===== config.mk =====
export PLATFORM = sky130hd
export DESIGN_NAME = id_exe_reg
export DESIGN_NICKNAME = d
export VERILOG_FILES = /design/src/rtl/id_exe_reg.sv
export SDC_FILE = /design/constraint.sdc
export NUM_CORES = 1
export LEC_CHECK = 0
export ABC_AREA = 1
export ABC_CLOCK_PERIOD_IN_PS = 7700
export BUFFER_PORTS_ARGS = -buffer_cell sky130_fd_sc_hd__buf_4
export CAP_MARGIN = 25
export CORE_ASPECT_RATIO = 0.7
export CORE_MARGIN = 2
export CORE_UTILIZATION = 36
export DETAILED_ROUTE_END_ITERATION = 7
export HOLD_SLACK_MARGIN = 0.03
export PLACE_DENSITY = 0.67
export SYNTH_ARGS = -nofsm -noshare
export SYNTH_HDL_FRONTEND = slang
export SYNTH_SLANG_ARGS = --single-unit
export TNS_END_PERCENT = 50

===== constraint.sdc =====
create_clock -name clk -period 7.7 [get_ports clk]
set_input_delay 0.385 -clock clk [delete_from_list [all_inputs] [get_ports clk]]
set_output_delay 0.385 -clock clk [all_outputs]
set_load 0.05 [all_outputs]

===== src/rtl/id_exe_reg.sv =====
// id_exe_reg: ID/EXE pipeline register for a single-issue ARM-style core.
// It captures the decoded instruction fields on every clock edge. The freeze input
// holds the current contents, and the flush input loads an all-zero bubble.
// Flush has priority over freeze.
// Optional build macro ID_EXE_BUBBLE_CNT_EN adds a 16-bit saturating bubble_cnt output.
// That counter counts each clock edge on which the stage stalls or is flushed.
module id_exe_reg #(
    parameter int unsigned REGISTER_LEN = 32
) (
    input  logic                    clk,
    input  logic                    rst,
    input  logic                    freeze,
    input  logic                    flush,
    input  logic                    valid_in,
    input  logic [REGISTER_LEN-1:0] pc_in,
    input  logic [REGISTER_LEN-1:0] val_rn_in,
    input  logic [REGISTER_LEN-1:0] val_rm_in,
    input  logic [11:0]             shift_operand_in,
    input  logic                    imm_in,
    input  logic [23:0]             signed_imm_24_in,
    input  logic [3:0]              exe_cmd_in,
    input  logic [3:0]              dest_in,
    input  logic [3:0]              status_in,
    input  logic                    wb_en_in,
    input  logic                    mem_r_en_in,
    input  logic                    mem_w_en_in,
    input  logic                    s_in,
    input  logic                    b_in,
    output logic                    valid_out,
    output logic [REGISTER_LEN-1:0] pc_out,
    output logic [REGISTER_LEN-1:0] val_rn_out,
    output logic [REGISTER_LEN-1:0] val_rm_out,
    output logic [11:0]             shift_operand_out,
    output logic                    imm_out,
    output logic [23:0]             signed_imm_24_out,
    output logic [3:0]              exe_cmd_out,
    output logic [3:0]              dest_out,
    output logic [3:0]              status_out,
    output logic                    wb_en_out,
    output logic                    mem_r_en_out,
    output logic                    mem_w_en_out,
    output logic                    s_out,
    output logic                    b_out,
    output logic                    is_mem_command_out
`ifdef ID_EXE_BUBBLE_CNT_EN
    ,
    output logic [15:0]             bubble_cnt
`endif
);

    // Every stored field of the stage, kept together so that a bubble is simply '0.
    typedef struct packed {
        logic                    valid;
        logic [REGISTER_LEN-1:0] pc;
        logic [REGISTER_LEN-1:0] val_rn;
        logic [REGISTER_LEN-1:0] val_rm;
        logic [11:0]             shift_operand;
        logic                    imm;
        logic [23:0]             signed_imm_24;
        logic [3:0]              exe_cmd;
        logic [3:0]              dest;
        logic [3:0]              status;
        logic                    wb_en;
        logic                    mem_r_en;
        logic                    mem_w_en;
        logic                    s;
        logic                    b;
    } stage_t;

    stage_t stage_d, stage_q;

    // Next-state selection: flush beats freeze, and freeze beats a normal load.
    always_comb begin
        stage_d = stage_q;
        if (flush) begin
            stage_d = '0;
        end else if (!freeze) begin
            stage_d.valid         = valid_in;
            stage_d.pc            = pc_in;
            stage_d.val_rn        = val_rn_in;
            stage_d.val_rm        = val_rm_in;
            stage_d.shift_operand = shift_operand_in;
            stage_d.imm           = imm_in;
            stage_d.signed_imm_24 = signed_imm_24_in;
            stage_d.exe_cmd       = exe_cmd_in;
            stage_d.dest          = dest_in;
            stage_d.status        = status_in;
            // Gate control bits with valid so that an empty slot never commits side effects.
            stage_d.wb_en         = wb_en_in & valid_in;
            stage_d.mem_r_en      = mem_r_en_in & valid_in;
            stage_d.mem_w_en      = mem_w_en_in & valid_in;
            stage_d.s             = s_in & valid_in;
            stage_d.b             = b_in & valid_in;
        end
    end

    // Stage register with asynchronous clear. The clear also drops a frozen instruction.
    always_ff @(posedge clk or posedge rst) begin
        if (rst) begin
            stage_q <= '0;
        end else begin
            stage_q <= stage_d;
        end
    end

    assign valid_out         = stage_q.valid;
    assign pc_out            = stage_q.pc;
    assign val_rn_out        = stage_q.val_rn;
    assign val_rm_out        = stage_q.val_rm;
    assign shift_operand_out = stage_q.shift_operand;
    assign imm_out           = stage_q.imm;
    assign signed_imm_24_out = stage_q.signed_imm_24;
    assign exe_cmd_out       = stage_q.exe_cmd;
    assign dest_out          = stage_q.dest;
    assign status_out        = stage_q.status;
    assign wb_en_out         = stage_q.wb_en;
    assign mem_r_en_out      = stage_q.mem_r_en;
    assign mem_w_en_out      = stage_q.mem_w_en;
    assign s_out             = stage_q.s;
    assign b_out             = stage_q.b;

    // Derived only from stored enables, so the output is glitch-free relative to the inputs.
    assign is_mem_command_out = stage_q.mem_r_en | stage_q.mem_w_en;

`ifdef ID_EXE_BUBBLE_CNT_EN
    logic [15:0] bubble_cnt_d, bubble_cnt_q;

    // Count each stalled or flushed edge once, and saturate at all-ones.
    always_comb begin
        bubble_cnt_d = bubble_cnt_q;
        if ((flush || freeze) && (bubble_cnt_q != 16'hFFFF)) begin
            bubble_cnt_d = bubble_cnt_q + 16'd1;
        end
    end

    // Bubble counter register.
    always_ff @(posedge clk or posedge rst) begin
        if (rst) begin
            bubble_cnt_q <= '0;
        end else begin
            bubble_cnt_q <= bubble_cnt_d;
        end
    end

    assign bubble_cnt = bubble_cnt_q;
`endif

endmodule


==> results by group <==
Synth
  – Synthesized cell area: 5660 µm²
  – Syn_area_per_cell: 8.83 µm²
  – Sequential cell area fraction in the yosys report: 66.8%
  – Syn Inst Count: 641
  – FF+latch count, synth: 151
  – Yosys cell types: 11
  – Synth warnings: 0
  – Syn Nets: 796

STA
  – Fmax: 517 MHz
  – Setup TNS Final: 0 ns
  – Final setup fails: 0
  – Slew headroom: 42.8%
  – Max Slew Vio Count: 0
  – Hold slack: 0.108 ns
  – Period utilization: 25.1%
  – Post-route minimum period: 1.93 ns
  – Hold Vio Cnt, Final: 0
  – Worst slew pin tran: 0.858 ns
  – Worst clock skew: 0 ns
  – Unrepaired setup endpoints after global routing: no

CTS
  – CTS Buffer Depth: 2
  – Clk_lat worst skew: 0.41 ns
  – Post_cts resized: 0
  – TritonCTS clock tree: built
  – # Post-CTS Setup Buffers: 0
  – Total clock sinks: 151
  – H-tree depth: 4
  – CTS clk-pin slew, worst paths: 0.06 ns
  – Root Buffer: clkbuf_16
  – Hold_buf cts: 0
  – Cts bufs inserted: 17

Power
  – Clk network pwr share: 40.2%
  – Comb pwr share: 18.3%
  – Int Pwr: 1.48 mW
  – Max IR drop VDD: 0.130 mV
  – Leakage: 5.12 nW
  – Sequential Power Share: 41.4%
  – NetSw: 0.601 mW
  – Switch share: 28.9%
  – Pwr per Cell Area: 239 nW/µm²

Route
  – Routed Wire Length: 16,200 µm
  – Starting DRT DRC Count: 272
  – 1st-pass router iterations: 5
  – Drc violations: 0
  – Vias per inst: 4.39
  – Wire per inst: 14.1 µm
  – Routed Antenna Nets: 0
  – Routed via count: 5,050

Critical path
  – Worst R2R Path Depth: 2
  – Crit end category: flop
  – Arrival time worst endpoint: 2.27 ns
  – R2r endpoint: exe_cmd_out[2]$_DFFE_PP0P_
  – Reg2reg setup slack: 7.05 ns
  – Worst setup SP type: input port
  – Required time of the critical path: 8.04 ns
  – Worst-path fanout max: 85
  – CP Class: input port to flop
  – Reg-to-reg startpoint: exe_cmd_out[2]$_DFFE_PP0P_

Layout
  – Most common cell after layout, fill and taps aside: nand2_1
  – Fin util: 56.3%
  – Final net count: 1,094
  – ANT cells: 0
  – Fraction of layout cells with a size suffix above 1: 36.3%
  – P&R area growth vs syn: 53.9%
  – Most frequent cells in the layout: nand2_1 (448), buf_4 (311), dfrtp_1 (151), clkbuf_16 (17), nand3_1 (5)

Floorplan
  – Core ar.: 15,500 µm²
  – Die area: 16,800 µm²
  – Chip width: 154 µm
  – Initial Utilization: 36.6%
  – # IOs: 307
  – Die Y-Extent: 109 µm
  – Rows: 38

Global routing
  – Gr ovfl total: 0
  – Global Route Usage Sum: 19.4%
  – Largest net degree at the start of global routing: 86
  – First-pass GRT wire length: 25,300 µm
  – Vias in the first global route: 4,882
  – Initial antenna violation count: 0

Job
  – Maxcap violations: 0

Placement
  – IO Port Bufs: 306
  – Routability Congestion: 0.770
  – Post-detail-place hpwl: 11,200 µm

Min path
  – Type of the tightest min-delay check: input port to asynchronous set/reset pin

Status
  – Status: completed
## power by group through the flow
stage	Sequential [mW]	Clock, mW	Combinational (mW)
after detailed placement	0.876	0	0.386
after global placement	0.876	0	0.383
after global routing	0.868	0.894	0.406
after floorplan	1.03	0	0.0692
final	0.863	0.838	0.381
after CTS	0.863	0.859	0.386
## through the flow
step	area (µm²)	power (mW)	instances	worst slack (ns)
2_1_floorplan	5660	1.10	641	3.25
3_3_place_gp	8110	1.26	1120	5.37
3_5_place_dp	8110	1.26	1120	5.36
4_1_cts	8710	2.11	1151	5.76
5_1_grt	8710	2.17	1151	5.59
6_report	8710	2.08	1151	5.77
## worst max path at each step
stage,depth (start not counted),endpoint,start,slack [ns]
floorplan,1,b_out$_DFFE_PP0P_,rst,3.25
global placement,6,dest_out[2]$_DFFE_PP0P_,flush,5.37
detailed placement,6,s_out$_DFFE_PP0P_,flush,5.36
CTS,6,val_rm_out[20]$_DFFE_PP0P_,flush,5.76
global route,6,s_out$_DFFE_PP0P_,flush,5.59
finish,6,pc_out[29]$_DFFE_PP0P_,flush,5.77
## critical path, stage by stage
cell	delay, ns
buf_4	0.13
nor2_4	0.09
buf_4	0.54
buf_4	0.77
nand2_1	0.14
nand2_1	0.11
## Yosys cell counts
master	number	share of area, %
nand2_1	448	30
dfrtp_1	151	67
buf_2	19	1.7
clkbuf_1	11	0.73
nand3_1	5	0.44
nor2_2	2	0.22
buf_1	1	0.066
buf_4	1	0.13
inv_1	1	0.066
inv_2	1	0.066
or2_2	1	0.11
## area by class of cell
| cell class | instances | area [µm²] |
|---|---|---|
| Clock inverter | 11 | 149 |
| Fill cell | 1415 | 6750 |
| Clock buffer | 20 | 447 |
| Timing Repair Buffer | 311 | 2330 |
| Multi-Input combinational cell | 456 | 1740 |
| Sequential cell | 151 | 3780 |
| Tap cell | 200 | 250 |
| Inverter | 2 | 12.5 |
## metal layers
layer  GRT usage (%)  vias to the layer above  part of all wire [%]
li1                -                     2514                     -
met1            25.1                     2319                    43
met2            29.8                      201                    46
met3            7.71                       16                   9.4
met4            7.28                        0                   1.5
met5               0                        -                     0
## flip-flops by register name, indices dropped and copies added, names as in the netlist, 4 cells and up
register	cells
dest_out	4
exe_cmd_out	4
pc_out	32
shift_operand_out	12
signed_imm_24_out	24
status_out	4
val_rm_out	32
val_rn_out	32
## cells by family (layout without fill, tap and decap cells)
kind of cell / after synthesis / after routing / share of synthesized area, %
and+or+nand+nor: 456 / 456 / 30.5
DFF: 151 / 151 / 66.8
buffers and inverters: 34 / 344 / 2.74
Power figures use the tool's default switching activity.
